### src/rtl/rf_pkg.sv
// Shared defaults, read-source encoding and address helpers for the
// multi-port register file.
package rf_pkg;

    localparam int DATA_W_DEF = 32;
    localparam int ADDR_W_DEF = 4;
    localparam int NUM_RD_DEF = 2;

    typedef enum logic [1:0] {
        SRC_PC   = 2'd0,
        SRC_BYP1 = 2'd1,
        SRC_BYP0 = 2'd2,
        SRC_ARR  = 2'd3
    } rd_src_e;

    // Top address of the register space, used as the program-counter alias.
    function automatic int unsigned pc_addr(input int unsigned addr_w);
        return (32'd1 << addr_w) - 32'd1;
    endfunction

endpackage

### src/rtl/rf_read_mux.sv
// One read port: chooses between the pc alias, same-cycle write data and
// the stored word, and reports the addressed register's busy bit.
module rf_read_mux
    import rf_pkg::*;
#(
    parameter int DATA_W   = DATA_W_DEF,
    parameter int ADDR_W   = ADDR_W_DEF,
    parameter int PC_ALIAS = 1,
    parameter int BYPASS   = 1
) (
    input  logic [ADDR_W-1:0] raddr,
    input  logic [DATA_W-1:0] arr_data,
    input  logic              arr_busy,
    input  logic              we0,
    input  logic [ADDR_W-1:0] waddr0,
    input  logic [DATA_W-1:0] wdata0,
    input  logic              we1,
    input  logic [ADDR_W-1:0] waddr1,
    input  logic [DATA_W-1:0] wdata1,
    input  logic [DATA_W-1:0] pc,
    output logic [DATA_W-1:0] rdata,
    output logic              rbusy
);

    localparam logic [ADDR_W-1:0] PC_ADDR = ADDR_W'(pc_addr(ADDR_W));

    rd_src_e src_s;
    logic    pc_hit_s;

    // Pick the read source in priority order; port 1 outranks port 0.
    always_comb begin
        pc_hit_s = (PC_ALIAS != 0) && (raddr == PC_ADDR);
        if (pc_hit_s) begin
            src_s = SRC_PC;
        end else if ((BYPASS != 0) && we1 && (waddr1 == raddr)) begin
            src_s = SRC_BYP1;
        end else if ((BYPASS != 0) && we0 && (waddr0 == raddr)) begin
            src_s = SRC_BYP0;
        end else begin
            src_s = SRC_ARR;
        end
    end

    // Steer data for the chosen source; busy is never bypassed.
    always_comb begin
        case (src_s)
            SRC_PC:   rdata = pc;
            SRC_BYP1: rdata = wdata1;
            SRC_BYP0: rdata = wdata0;
            SRC_ARR:  rdata = arr_data;
            default:  rdata = arr_data;
        endcase
        rbusy = arr_busy & ~pc_hit_s;
    end

endmodule

### src/rtl/rf_multiport.sv
// Parametrised register file: NUM_RD read ports, two prioritised write
// ports, a per-register busy scoreboard and a registered write-conflict flag.
module rf_multiport
    import rf_pkg::*;
#(
    parameter int DATA_W   = DATA_W_DEF,
    parameter int ADDR_W   = ADDR_W_DEF,
    parameter int NUM_RD   = NUM_RD_DEF,
    parameter int PC_ALIAS = 1,
    parameter int BYPASS   = 1
) (
    input  logic                     clock,
    input  logic                     reset,
    input  logic                     we0,
    input  logic [ADDR_W-1:0]        waddr0,
    input  logic [DATA_W-1:0]        wdata0,
    input  logic                     we1,
    input  logic [ADDR_W-1:0]        waddr1,
    input  logic [DATA_W-1:0]        wdata1,
    input  logic [NUM_RD*ADDR_W-1:0] raddr,
    output logic [NUM_RD*DATA_W-1:0] rdata,
    output logic [NUM_RD-1:0]        rbusy,
    input  logic [DATA_W-1:0]        pc,
    input  logic                     rsv_en,
    input  logic [ADDR_W-1:0]        rsv_addr,
    output logic                     wr_conflict
);

    localparam int                DEPTH   = 32'd1 << ADDR_W;
    localparam logic [ADDR_W-1:0] PC_ADDR = ADDR_W'(pc_addr(ADDR_W));

    logic [DATA_W-1:0] regs_r [DEPTH];
    logic [DEPTH-1:0]  busy_r;
    logic [DEPTH-1:0]  busy_nxt_s;
    logic [DEPTH-1:0]  wr0_s;
    logic [DEPTH-1:0]  wr1_s;
    logic              wr_conflict_r;

    // Per-register write strobes and scoreboard next state; a new reservation
    // beats a completing write to the same register.
    always_comb begin
        wr0_s      = '0;
        wr1_s      = '0;
        busy_nxt_s = '0;
        for (int i = 0; i < DEPTH; i++) begin
            logic writable_v;
            logic set_v;
            writable_v = !((PC_ALIAS != 0) && (ADDR_W'(i) == PC_ADDR));
            wr0_s[i]   = writable_v && we0 && (waddr0 == ADDR_W'(i));
            wr1_s[i]   = writable_v && we1 && (waddr1 == ADDR_W'(i));
            set_v      = writable_v && rsv_en && (rsv_addr == ADDR_W'(i));
            busy_nxt_s[i] = set_v | (busy_r[i] & ~(wr0_s[i] | wr1_s[i]));
        end
    end

    // Register array storage; port 1 wins a same-address collision.
    always_ff @(posedge clock) begin
        for (int i = 0; i < DEPTH; i++) begin
            if (reset) begin
                regs_r[i] <= '0;
            end else if (wr1_s[i]) begin
                regs_r[i] <= wdata1;
            end else if (wr0_s[i]) begin
                regs_r[i] <= wdata0;
            end
        end
    end

    // Scoreboard and conflict flag.
    always_ff @(posedge clock) begin
        if (reset) begin
            busy_r        <= '0;
            wr_conflict_r <= 1'b0;
        end else begin
            busy_r        <= busy_nxt_s;
            wr_conflict_r <= we0 & we1 & (waddr0 == waddr1);
        end
    end

    assign wr_conflict = wr_conflict_r;

    for (genvar g = 0; g < NUM_RD; g++) begin : g_rd
        logic [ADDR_W-1:0] ra_s;
        assign ra_s = raddr[g*ADDR_W +: ADDR_W];

        rf_read_mux #(
            .DATA_W  (DATA_W),
            .ADDR_W  (ADDR_W),
            .PC_ALIAS(PC_ALIAS),
            .BYPASS  (BYPASS)
        ) u_mux (
            .raddr   (ra_s),
            .arr_data(regs_r[ra_s]),
            .arr_busy(busy_r[ra_s]),
            .we0     (we0),
            .waddr0  (waddr0),
            .wdata0  (wdata0),
            .we1     (we1),
            .waddr1  (waddr1),
            .wdata1  (wdata1),
            .pc      (pc),
            .rdata   (rdata[g*DATA_W +: DATA_W]),
            .rbusy   (rbusy[g])
        );
    end

endmodule
### config.mk
export PLATFORM = sky130hd
export DESIGN_NAME = rf_multiport
export DESIGN_NICKNAME = d
export VERILOG_FILES = /design/src/rtl/rf_pkg.sv /design/src/rtl/rf_read_mux.sv /design/src/rtl/rf_multiport.sv
export SDC_FILE = /design/constraint.sdc
export NUM_CORES = 1
export LEC_CHECK = 0
export BUFFER_PORTS_ARGS = -buffer_cell sky130_fd_sc_hd__buf_4
export CELL_PAD_IN_SITES_DETAIL_PLACEMENT = 1
export CELL_PAD_IN_SITES_GLOBAL_PLACEMENT = 2
export CORE_UTILIZATION = 35
export DETAILED_ROUTE_END_ITERATION = 12
export PLACE_DENSITY_LB_ADDON = 0.1
export SLEW_MARGIN = 20
export SYNTH_ARGS = -nofsm -noshare
export SYNTH_HDL_FRONTEND = slang
export SYNTH_SLANG_ARGS = --single-unit
### constraint.sdc
create_clock -name clock -period 3.25 [get_ports clock]
set_clock_uncertainty 0.15 [all_clocks]
set_input_delay 0.325 -clock clock [delete_from_list [all_inputs] [get_ports clock]]
set_output_delay 0.325 -clock clock [all_outputs]
set_load 0.02 [all_outputs]
### After elaboration in Yosys (flattened, before gate mapping)

Memories as Yosys holds them, arrays and structs flattened.
Cells that the tools add are included.

* register bits: 16
* memory bits (writable): 512
* input bits: 121
* word-level logic and storage cells: 359
* memories: 1

Memory list
* regs_r: depth 16, width 32, read ports 2, clocked after memory_dff 0, wr ports 16, RTL line rf_multiport.sv:32 `logic [DATA_W-1:0] regs_r [DEPTH];`

* $lt $le $gt $ge: 2
* equality and inequality tests: 55
* multiplexer cells: 149
* bitwise operators: 96
* reductions and logical operators: 54

Operator list (count)
* 2-to-1 mux 32 bit: 30
* one-hot mux 32 bit (4 select lines): 2
* 2-to-1 mux 1 bit: 111
* equality test 4 bit, second input constant: 23
* bitwise OR 1 bit: 60
* logical AND 1 bit: 49
* equality test 4 x 3 -> 1 bit, second input constant: 12
* equality test 4 x 2 -> 1 bit, second input constant: 6
* equality test 4 bit: 5
* AND 1 bit: 19
* NOT 1 bit: 17
* equality test 4 x 1 -> 1 bit, second input constant: 3
* zero test 4 bit: 3
* < comparator 4 x 5 -> 1 bit, second input constant: 2
* binary-select mux 1 bit (select 4 bit): 2
* equality test 2 bit, second input constant: 4
* 2-to-1 mux 2 bit: 4
* equality test 2 x 1 -> 1 bit, second input constant: 2
* zero test 2 bit: 2

### Longest topological paths before layout

* depth after elaboration: 7
* gate-level depth with buffers: 9
* mapped depth without buffers: 5

### Cells and area by module

From an unflattened synthesis, not the netlist that was laid out.

* cells, all modules: 2388
* area, all modules: 31179.9 um^2

By module, submodules not included
* rf_multiport: times used 1, cells each 2068, area each 28692.5 um^2
* rf_read_mux: times used 2, cells each 160, area each 1243.7 um^2

### Worst setup path before layout

Ideal clock, no wire load.

* kind: input to register
* start point: in reset
* end point: mem regs_r[0][0] (netlist name), enable pin
* arrival: 2.221 ns
* data required time: 2.706 ns
* slack: 0.485 ns
* cell stages on the path: 5
* cell sequence: clkbuf_1 > buf_1 > clkbuf_1 > clkbuf_1 > nand2b_1

RTL lines
* start, declared: RTL line rf_multiport.sv:13 `input logic reset,`
* end, declared: RTL line rf_multiport.sv:32

==> results.txt <==
The initial antenna violation count came to 2. The design internal power is about 13,000 uW. The instance area at placement is between 0.03 and 0.04 sq mm.

The gate count of the mapped netlist came out at ~2,500. The switching power as a share of total power came out at ~30%. The remaining antenna violation count after routing is 0. The worst-case hold slack came out at 26.83 ps.

Setup slack on the worst reg-to-reg path comes out at 1910 ps. The via count of the first global-routing pass is about 27,000. The most used flip-flop cell after synthesis is sky130_fd_sc_hd__edfxtp_1. After global routing the overflow that remains totals 0. Setup repair after global routing left no endpoint under its margin.

After synthesis, flip-flops and latches occupy a little under half of the total area. The number of stages on the worst hold path came out at 2. The analysis attributes to net switching a power of ~5300 uW.

Data arrives at the worst endpoint at roughly 2700 ps. The total number of yosys warnings is 0. The synthesized area divided by synthesized cell count came out at 12.30 sq um.

For the worst flop-to-flop path, the logic depth is 3. The number of placed cells counting well taps came out at around 3,600. The power share of the combinational group is about a fifth.

The run finished with clean final reports. The highest clock frequency the design can meet came out at between 0.3 and 0.4 GHz. The area share of the leading cell type in the synthesized netlist came out at 46.75%. The maximum ir drop on the vdd rail is between 0.0005 and 0.0006 V. The number of buffers inserted by port buffering came out at ~190. TritonCTS built the clock tree. The number of clock buffers inserted by TritonCTS came out at approximately 60. STA classifies the critical path startpoint as a flip-flop. The floorplan step defined a core boundary enclosing 0.08702 sq mm. Relative to the synthesized area, the layout overhead comes to 18.76%.

The library cell used most frequently in the layout, excluding fill and tap cells, is sky130_fd_sc_hd__edfxtp_1. The synthesized netlist contains 53 unique library cells. The type of the worst setup path is reg -> out. Entering global routing, the biggest net connects 80 pins. The placed wire-length estimate after detailed placement came out at between 90,000 and 100,000 um. The die span in x came out at between 200 and 300 um. For this block, the via count after detailed routing is 26,240.

The startpoint of the lowest-slack register-to-register path is busy_r[11]. The path with the worst hold slack has its endpoint at regs_r[2][8]. The initial standard-cell utilization of the core came out at roughly 35%. The final cell count without fillers is 3,786. The path class of the tightest hold or removal check is in -> reg. The number of setup violations in the final report is 0. The number of search-and-repair iterations in the first detailed-routing pass is 5.

The count of clock tree sinks is 496. The wire length reported by the detailed router came out at approximately 150,000 um. The number of placement rows is approximately 110. The power density of the placed cells came out at just under 500 mW/mm^2.

The worst slew slack as a fraction of its limit is between 20 and 25%. The largest total area in the synthesized netlist belongs to sky130_fd_sc_hd__edfxtp_1. The number of nets in the synthesized netlist is 2,628. The endpoint identified for the worst register-to-register timing path is busy_r[11]. The top fanout value on the critical path came out at 2. Post-CTS repair changed the size of 0 cells. The total negative slack came out at 0 ps. The max-slew violation total from the final report was 0. The number of flops mapped to enable cells by yosys is 480. The layout cell share with drive strength beyond 1 came out at between 20 and 30%.

The required arrival time at the worst endpoint came out at around 2800 ps. The final instance area is 0.03662 sq mm. The worst setup path is captured at an output port. The part of the cycle the worst path needs came out at 97.53%.

The register share of total power came out at between 40% and 50%. The minimum clock period after layout came out at roughly 3200 ps. The first-pass GRT wire length came out at roughly 210,000 um. The starting DRC count in detailed routing came out at about 2,900. After detailed routing, the number of vias per cell comes to 6.929. In the routed design, unresolved DRC markers number 0. Sorting the synthesized cells by area gives the leading types as sky130_fd_sc_hd__edfxtp_1, sky130_fd_sc_hd__a22o_1, sky130_fd_sc_hd__mux4_2, sky130_fd_sc_hd__mux2i_1, sky130_fd_sc_hd__clkbuf_1.

In the final design database the tool counted between 2,000 and 3,000 nets. The congestion estimate from routability-driven global placement came to between 0.8 and 0.9. The clock latency of the later-clocked register in the worst-skew pair came out at about 650 ps. The design draws 17,980 uW. The total track usage is approximately 34%. The clock-pin slew on the worst setup and hold paths came out at around 60 ps. The die covers 0.08929 sq mm. In the layout the commonest cells are sky130_fd_sc_hd__edfxtp_1, sky130_fd_sc_hd__a22o_1, sky130_fd_sc_hd__buf_4, sky130_fd_sc_hd__mux2i_1, sky130_fd_sc_hd__nor2_1.

The number of levels in the clock H-tree is 2. The clock root buffer is sky130_fd_sc_hd__clkbuf_16. The total I/O pin count is around 190. The transition at the pin with the smallest max-transition slack came out at between 1000 and 1500 ps. In this run the most critical hold path is launched from wdata1[8]. Counting along the longest clock path gives a buffer depth of 3. In the final routed layout, each cell accounts on average for between 40 and 50 um. After synthesis the cells add up to a little over 0.03 sq mm. The synthesized design contains just under 500 register bits. The leakage power summed over all cells came out at 0.01313 uW. The count of endpoints failing hold in the final timing report is 0. The max-cap check violation count is 0. The die span in y is roughly 300 um.

The clock network burns 37.5% of the power. The proportion of synthesized flip-flops having asynchronous set or reset came out at 0%.
==> synth_stat cells (13+ instances only) <==
| master | n |
|---|---|
| sky130_fd_sc_hd__or3_1 | 13 |
| sky130_fd_sc_hd__o2bb2ai_1 | 30 |
| sky130_fd_sc_hd__dfxtp_1 | 16 |
| sky130_fd_sc_hd__mux2i_1 | 222 |
| sky130_fd_sc_hd__o221a_2 | 31 |
| sky130_fd_sc_hd__mux4_2 | 138 |
| sky130_fd_sc_hd__nand2_1 | 16 |
| sky130_fd_sc_hd__o21ai_0 | 42 |
| sky130_fd_sc_hd__xor2_1 | 13 |
| sky130_fd_sc_hd__a221oi_2 | 30 |
| sky130_fd_sc_hd__a31oi_1 | 34 |
| sky130_fd_sc_hd__edfxtp_1 | 480 |
| sky130_fd_sc_hd__inv_1 | 42 |
| sky130_fd_sc_hd__buf_2 | 78 |
| sky130_fd_sc_hd__nand3_1 | 38 |
| sky130_fd_sc_hd__clkbuf_1 | 275 |
| sky130_fd_sc_hd__o221ai_1 | 66 |
| sky130_fd_sc_hd__a22oi_1 | 98 |
| sky130_fd_sc_hd__nor2_1 | 197 |
| sky130_fd_sc_hd__a21oi_1 | 35 |
| sky130_fd_sc_hd__nor3_1 | 22 |
| sky130_fd_sc_hd__a22o_1 | 478 |
| sky130_fd_sc_hd__buf_1 | 34 |
==> area by class of cell <==
type	instances	area, sq um
diodes	1	2.502
clock buffers	76	1550
clock inverters	32	354.1
fillers	8906	50400
inverters	43	161.4
multi-input cells	1574	14600
flip-flops and latches	496	14730
well taps	1155	1445
repair buffers	409	3772
==> how the worst max path moves through the flow <==
stage                               from           end  slack [ps]  cells after the start
after floorplan                    reset  regs_r[0][0]         490                      5
after CTS                  regs_r[6][17]     rdata[17]          90                      5
after global placement          raddr[0]     rdata[17]         270                     10
after detailed placement        raddr[2]      rdata[2]         250                      8
final                     regs_r[10][12]     rdata[44]          80                      5
after global routing      regs_r[11][19]     rdata[51]          50                      5
==> power by group through the flow <==
stage                     registers, uW  clock network (uW)  logic (uW)
after floorplan                    7730                   0        1910
after global placement             7800                   0        3410
after detailed placement           7830                   0        3440
after CTS                          7700                6800        3470
after global routing               7750                7030        3630
final                              7710                6740        3530
==> worst max-delay path: stages (launching register included) <==
cell,delay [ps]
sky130_fd_sc_hd__edfxtp_1,410
sky130_fd_sc_hd__mux4_2,490
sky130_fd_sc_hd__a22o_1,250
sky130_fd_sc_hd__a31oi_1,560
sky130_fd_sc_hd__a221oi_2,120
sky130_fd_sc_hd__buf_4,210
==> cells by family after synthesis <==
| logic type | share of synthesized area [%] |
|---|---|
| compound gates | 23.61 |
| buf+inv | 5.758 |
| xor+xnor | 0.4829 |
| simple gates | 5.080 |
| flops | 47.78 |
| mux | 17.29 |
==> sequential cells by signal, indices dropped and copies added (netlist names) <==
register / cells
regs_r: 480
wr_conflict: 1
busy_r: 15
==> per-layer routing <==
layer	global-route usage (%)	up-vias	share of wire (%)	routed length (um)
met2	54.07	1620	46	70670
met4	13.34	2	4.2	6443
li1	-	10390	-	-
met3	6.754	359	9.3	14260
met5	0	-	0.0071	11
met1	45.12	13870	41	62740
==> repair_timing <==
item,in CTS,in global routing
buffers inserted,0,0
endpoints found under the hold margin,169,0
hold buffers,42,0
==> per-stage QoR <==
stage / setup WS, ps / util, %
after floorplan: 485.0 / -
after detailed placement: 246.2 / 39.41
after global routing: 54.74 / 42.08
after CTS: 91.94 / 42.08
final: 80.22 / 42.08
after global placement: 268.1 / 39.40
Note: power is estimated with default switching activity, not from simulation.
